**config.mk**
```make
export PLATFORM = sky130hd
export DESIGN_NAME = fifo_wr_ptr_full
export DESIGN_NICKNAME = d
export VERILOG_FILES = /design/src/rtl/fifo_wr_ptr_full.sv
export SDC_FILE = /design/constraint.sdc
export NUM_CORES = 1
export LEC_CHECK = 0
export BUFFER_PORTS_ARGS = -buffer_cell sky130_fd_sc_hd__buf_2
export CAP_MARGIN = 25
export CORE_AREA = 5 5 60 62
export DETAILED_ROUTE_END_ITERATION = 8
export DIE_AREA = 0 0 65 67
export GPL_ROUTABILITY_DRIVEN = 1
export SLEW_MARGIN = 20
export SYNTH_ARGS = -nofsm -noshare
export SYNTH_HDL_FRONTEND = slang
export SYNTH_SLANG_ARGS = --single-unit
```
**constraint.sdc**
```tcl
create_clock -name W_CLK -period 2.84 [get_ports W_CLK]
set_clock_uncertainty 0.1 [all_clocks]
set_input_delay 0 -clock W_CLK [delete_from_list [all_inputs] [get_ports W_CLK]]
set_output_delay 0 -clock W_CLK [all_outputs]
set_load 0.01 [all_outputs]
```
**src/rtl/fifo_wr_ptr_full.sv**
```systemverilog
// -----------------------------------------------------------------------------
// fifo_wr_ptr_full
//   Write-side pointer and status block of the async PHY TX FIFO (W_CLK domain).
//   Keeps the binary write count, publishes the Gray write pointer towards the
//   read-domain synchroniser, and turns the synchronised Gray read pointer into
//   full / almost-full / fill level. A sticky flag records writes attempted
//   while the FIFO was full.
//
// Ports
//   W_CLK          in   write clock
//   W_rst_n        in   asynchronous active-low reset
//   W_INC          in   write request from the producer
//   W_flush        in   synchronous clear of all write-side state
//   W_ovf_clr      in   synchronous clear of W_ovf
//   Wq2_rptr       in   2-FF synchronised Gray read pointer
//   W_en           out  memory write strobe (combinational)
//   W_addr         out  memory write address (low bits of the binary count)
//   W_ptr          out  registered Gray write pointer
//   W_full         out  FIFO full (registered)
//   W_almost_full  out  fill level >= AF_THRESH (registered)
//   W_level        out  entries written and not yet seen read (0..2**ADDR_FIFO)
//   W_ovf          out  sticky write-while-full flag
// -----------------------------------------------------------------------------
module fifo_wr_ptr_full #(
  parameter int ADDR_FIFO = 4,
  parameter int AF_THRESH = 12
) (
  input  logic                 W_CLK,
  input  logic                 W_rst_n,
  input  logic                 W_INC,
  input  logic                 W_flush,
  input  logic                 W_ovf_clr,
  input  logic [ADDR_FIFO:0]   Wq2_rptr,
  output logic                 W_en,
  output logic [ADDR_FIFO-1:0] W_addr,
  output logic [ADDR_FIFO:0]   W_ptr,
  output logic                 W_full,
  output logic                 W_almost_full,
  output logic [ADDR_FIFO:0]   W_level,
  output logic                 W_ovf
);

  localparam int PW = ADDR_FIFO + 1;
  localparam logic [ADDR_FIFO:0] AF_LVL = PW'(AF_THRESH);

  logic [ADDR_FIFO:0] wbin_q,  wbin_d;
  logic [ADDR_FIFO:0] wgray_q, wgray_d;
  logic [ADDR_FIFO:0] level_q, level_d;
  logic               full_q,  full_d;
  logic               af_q,    af_d;
  logic               ovf_q,   ovf_d;

  logic [ADDR_FIFO:0] rbin;
  logic [ADDR_FIFO:0] wbin_inc;
  logic [ADDR_FIFO:0] wgray_inc;
  logic [ADDR_FIFO:0] level_inc;
  logic [ADDR_FIFO:0] rptr_full_pat;

  // Qualified by W_rst_n so the strobe drops the moment reset is applied,
  // without waiting for the registered full flag to settle.
  assign W_en = W_INC & ~full_q & ~W_flush & W_rst_n;

  // Gray -> binary: each bit is the XOR of all Gray bits at or above it.
  always_comb begin
    rbin            = '0;
    rbin[ADDR_FIFO] = Wq2_rptr[ADDR_FIFO];
    for (int i = ADDR_FIFO - 1; i >= 0; i--) begin
      rbin[i] = rbin[i+1] ^ Wq2_rptr[i];
    end
  end

  assign wbin_inc  = wbin_q + PW'(W_en);
  assign wgray_inc = (wbin_inc >> 1) ^ wbin_inc;
  assign level_inc = wbin_inc - rbin;

  // Full when the write pointer is exactly one lap ahead of the read pointer;
  // in Gray code that is the read pointer with its top two bits inverted.
  assign rptr_full_pat = {~Wq2_rptr[ADDR_FIFO:ADDR_FIFO-1], Wq2_rptr[ADDR_FIFO-2:0]};

  always_comb begin
    wbin_d  = wbin_inc;
    wgray_d = wgray_inc;
    level_d = level_inc;
    full_d  = (wgray_inc == rptr_full_pat);
    af_d    = (level_inc >= AF_LVL);
    ovf_d   = ovf_q;

    // Setting the overflow flag wins over a simultaneous clear request.
    if (W_INC && full_q) begin
      ovf_d = 1'b1;
    end else if (W_ovf_clr) begin
      ovf_d = 1'b0;
    end

    if (W_flush) begin
      wbin_d  = '0;
      wgray_d = '0;
      level_d = '0;
      full_d  = 1'b0;
      af_d    = 1'b0;
      ovf_d   = 1'b0;
    end
  end

  always_ff @(posedge W_CLK or negedge W_rst_n) begin
    if (!W_rst_n) begin
      wbin_q  <= '0;
      wgray_q <= '0;
      level_q <= '0;
      full_q  <= 1'b0;
      af_q    <= 1'b0;
      ovf_q   <= 1'b0;
    end else begin
      wbin_q  <= wbin_d;
      wgray_q <= wgray_d;
      level_q <= level_d;
      full_q  <= full_d;
      af_q    <= af_d;
      ovf_q   <= ovf_d;
    end
  end

  assign W_addr        = wbin_q[ADDR_FIFO-1:0];
  assign W_ptr         = wgray_q;
  assign W_full        = full_q;
  assign W_almost_full = af_q;
  assign W_level       = level_q;
  assign W_ovf         = ovf_q;

endmodule
```
Yosys cells after proc, flatten, opt, wreduce, memory -nomap -nowiden
Index checks and enable logic that the tools add are counted.
- bits in registers: 18
- latch bits: 0
- memory bits (writable): 0
- memory bits (read-only): 0
- input bits: 10
- output and inout port bits: 18
- word-level logic and storage cells: 31
- memories kept: 0
- $add $sub $neg: 2
- multipliers: 0
- divide/modulo/power cells: 0
- order comparisons: 1
- equal/unequal tests: 1
- shifts and indexed selects: 0
- muxes and demuxes: 8
- bitwise operators: 11
- reductions and logical operators: 2
- operator list (cell ; number):
    two-way mux 5 bit ; 3
    adder 5 x 1 -> 5 bit ; 1
    == test 5 bit ; 1
    >= comparator 5 x 4 -> 1 bit (second input constant) ; 1
    two-way mux 1 bit ; 5
    subtractor 5 bit ; 1
    bitwise XOR 4 x 5 -> 5 bit ; 1
    bitwise XOR 1 bit ; 4
    bitwise AND 1 bit ; 3
    nonzero test 3 bit ; 1
    inverter 1 bit ; 2
    inverter 2 bit ; 1
    logical AND 1 bit ; 1

Logic depth before layout (Yosys ltp)
- depth in word-level cells: 8
- gate-level depth with buffers: 12
- depth with buffers taken out: 12

Worst setup path before layout
OpenSTA, ideal clock, no wires.
- path kind: register -> register
- start point: reg full_q (netlist: W_full)
- end point: reg af_q (netlist: W_almost_full)
- setup time: 0.139 ns
- arrival: 2.725 ns
- data required time: 2.601 ns
- setup slack: -0.124 ns
- stages on the path, launching flop included: 12
- buffers on the path: 1
- clock period less this slack: 2.964 ns
- cells stage by stage: dfrtp_1 nor4bb_1 ha_1 ha_1 clkbuf_1 xnor2_1 ha_1 a21o_1 a21oi_1 o41ai_2 xnor2_1 o22ai_1
- longest elaborated chain between the ends: 8
- RTL lines (item ; line ; text):
    from (decl) ; 49 ; logic full_q, full_d;
    from (signal assigned) ; 117 ; full_q <= full_d;
    inverter 1 bit ; 61 ; assign W_en = W_INC & ~full_q & ~W_flush & W_rst_n;
    bitwise AND 1 bit (3 in a row) ; 61 ;
    via W_en ; 34 ; output logic W_en,
    adder 5 x 1 -> 5 bit ; 72 ; assign wbin_inc = wbin_q + PW'(W_en);
    subtractor 5 bit ; 74 ; assign level_inc = wbin_inc - rbin;
    >= comparator 5 x 4 -> 1 bit ; 85 ; af_d = (level_inc >= AF_LVL);
    two-way mux 1 bit ; 95 ; if (W_flush) begin
    via af_d ; 50 ; logic af_q, af_d;
    to (signal assigned) ; 111 ; af_q <= 1'b0;
    to (signal assigned) ; 118 ; af_q <= af_d;
    to (decl) ; 50 ;
The timed path passes the listed nets, and every way through them passes these cells.
A chain may end at the register's enable or synchronous reset.

Worst setup path in the final report
- start point: reg full_q (netlist: W_full)
- end point: reg af_q (netlist: W_almost_full)
- longest elaborated chain between the ends: 8
- RTL lines (item ; line):
    inverter 1 bit ; 61
    bitwise AND 1 bit (3 in a row) ; 61
    adder 5 x 1 -> 5 bit ; 72
    subtractor 5 bit ; 74
    >= comparator 5 x 4 -> 1 bit ; 85
    two-way mux 1 bit ; 95
    via af_d ; 50
The timed path passes the listed nets, and every way through them passes these cells.

==> out/results.txt <==
Net Count, Synth: 110
Number of enable flip-flop cells after synthesis: 0
Cell count after synthesis: 94
Synth Cell Area: 989.7 sq um
First-pass GRT wire length: 3.560 mm
CP max FO: 5
Sink Count: 17
Status: finished clean
Clock buffer depth: 2
Final wirelength: 2.164 mm
Setup tns final: 0 ps
Share of layout cells above drive strength 1: 36.09%
GPL Wtd Cong: 0.9339
PortBufs: 27
Largest net degree at the start of global routing: 19
# nets final: 150
Final Hold Vio Count: 0
Crit share post-route: 92.76%
Max rail drop VDD: 0.1274 mV
Vias in the first global route: 836
Post-DP HPWL: 1.700 mm
Layout area overhead: 34.39%
Initial core utilization: 33.24%
Async SR Flop Fraction: 100.0%
N_diodes: 0
Hold Path Depth: 4
Critical path's most frequent cell: ha_4
Iteration count of the initial detailed-routing pass: 4
IO Pins: 28
Crit Path Class: flop to flop
Startpoint Class: flop
Metal3 WL: 113 um
Worst-margin pin slew: 458.3 ps
R2r setup slk: 210 ps
GR Overflow Total: 0
WHS Endpoint: W_full
YS warnings: 0
DR WL/cell: 13.04 um
Max-cap violations: 0
DRC violations left: 0
CP Capture Type: flop
Crit path cell chain: nor4bb_4 > ha_4 > ha_2 > xor2_2 > ha_4 > inv_1 > a2111oi_0 > nor3_1 > o22ai_1
# setup viols final: 0
Synth top area cells: dfrtp_1, xnor2_1, ha_1, nor2_1, xor2_1
Worst hold path type: primary input to flop
H-tree levels: 1
Placeable Area: 2978 sq um
Required time of the critical path: 2940 ps
Share of the synthesized area in the top cell type: 42.98%
RR Startpoint: W_full
Commonest non-fill, non-tap cell in the layout: buf_2
Slowest stage delay, CP: 460 ps
Seq/Total Area, Yosys: 42.98%
CP max stage cell: a2111oi_0
CTS tree: built
Power, Total: 568.8 uW
Drt via density: 4.801
Arr. time, crit path: 2740 ps
Leak Pwr: 0.6744 nW
Full die area: 4355 sq um
Most frequent cells in the layout: buf_2, dfrtp_1, nor2_1
Initial antenna violation count: 0
Fin cells: 166
Clk_lat worst skew: 290 ps
Die H: 67 um
Register bit total from synthesis: 17
Placed instance count: 156
Die X: 65 um
Clk root buf: clkbuf_4
DR top layer: met4
Fin util: 44.66%
Unrepaired setup endpoints after global routing: no
Met2 wire length: 1.108 mm
Min-delay src: Wq2_rptr[0]
Drt initial violations: 22
Final Max Slew Viols: 0
Fmax: 379.6 MHz
Final min period: 2634 ps
Wl on met1: 884 um
Via count: 797
Top Family by Delay on Critical Path: compound AO/OA/AOI/OAI gates
Top_reg_cell synth: dfrtp_1
Total CTS buffers: 3
Cell taking the most area after synthesis: dfrtp_1
Clock-pin slew on the worst setup and hold paths: 90 ps
Tot GR Track Use: 10.58%
R2r endpoint: W_almost_full
Rows: 20
Cell variety after synth: 26
R2R cell count: 9
Headroom to the max-slew limit: 68.65%
PwrDens: 427.7 nW/um^2
Avg Cell Area, Syn: 10.53 sq um
Buf/Inv on CP: 1
Antenna-violating nets left: 0
==> cell usage after synthesis, types with 2 or more instances <==
cell type and n:
nand3_1 2, mux2i_1 2, nor2_1 14, xor2_2 3, ha_1 6, nor4bb_1 2
xnor2_1 11, nor2b_1 2, a2111oi_0 2, clkbuf_1 3, a21oi_1 4, inv_1 8
xor2_1 6, dfrtp_1 17
==> routing by layer <==
metal	up-vias	track usage, %
li1	391	-
met1	374	12.16
met2	26	18.39
met3	6	1.518
met4	0	6.596
met5	-	0
==> worst reg2reg max path: stages, from the launching register on <==
cell,delay (ps)
dfrtp_1,430
nor4bb_4,340
ha_4,190
ha_2,200
xor2_2,220
ha_4,190
inv_1,70
a2111oi_0,460
nor3_1,150
o22ai_1,200
==> state kept, by name (all words and copies together), names as in the netlist <==
name and count:
wbin_q 5, W_ovf 1, W_almost_full 1, W_ptr 4, W_full 1, W_level 5
==> through the flow <==
| step | setup WS [ps] | cell area, sq um | hold WS [ps] |
|---|---|---|---|
| 6_report | 205.7 | 1330 | 19.23 |
| 5_1_grt | 19.66 | 1330 | 40.59 |
| 4_1_cts | 58.80 | 1275 | 12.23 |
| 3_5_place_dp | 90.77 | 1199 | -128.6 |
| 3_3_place_gp | 134.7 | 1199 | -128.6 |
| 2_1_floorplan | 0.8755 | 996.0 | -395.6 |
==> cell type report <==
| class | count | area (sq um) |
|---|---|---|
| repair buffers | 38 | 230.2 |
| inverters | 8 | 30.03 |
| multi-input cells | 66 | 576.8 |
| fillers | 285 | 1648 |
| well taps | 33 | 41.29 |
| clock buffers | 4 | 26.28 |
| flip-flops and latches | 17 | 425.4 |
==> kinds of logic (layout without fill, tap and decap cells) <==
family	count (synthesis)	count (layout)	share of synthesized area, %
and+or+nand+nor	27	27	14.03
xor gates and xnor gates	20	20	19.97
DFF	17	17	42.98
AOI/OAI and AO/OA	11	11	9.230
buffers and inverters	11	50	4.172
adders and majority gates	6	6	7.585
muxes	2	2	2.023
==> power by group <==
part           switching, mW  internal (mW)
clock network         0.0708         0.0546
registers            0.00430          0.260
logic                 0.0968         0.0821
==> how the worst max path moves through the flow <==
stage	from	endpoint	slack [ps]	depth (start not counted)
floorplan	W_full	W_almost_full	0.9	11
detailed placement	W_full	W_almost_full	90	10
CTS	W_full	W_almost_full	60	10
finish	W_full	W_almost_full	210	9
global route	W_full	W_almost_full	20	11
global placement	W_full	W_almost_full	130	10
==> timing repair <==
action                                  in CTS  in global routing
resized for setup                            0                  8
hold buffers                                 5                  0
endpoints found under the hold margin       19                  0
endpoints found under the setup margin       0                  3
buffers inserted                             0                  1
(Power assumes the default switching activity.)
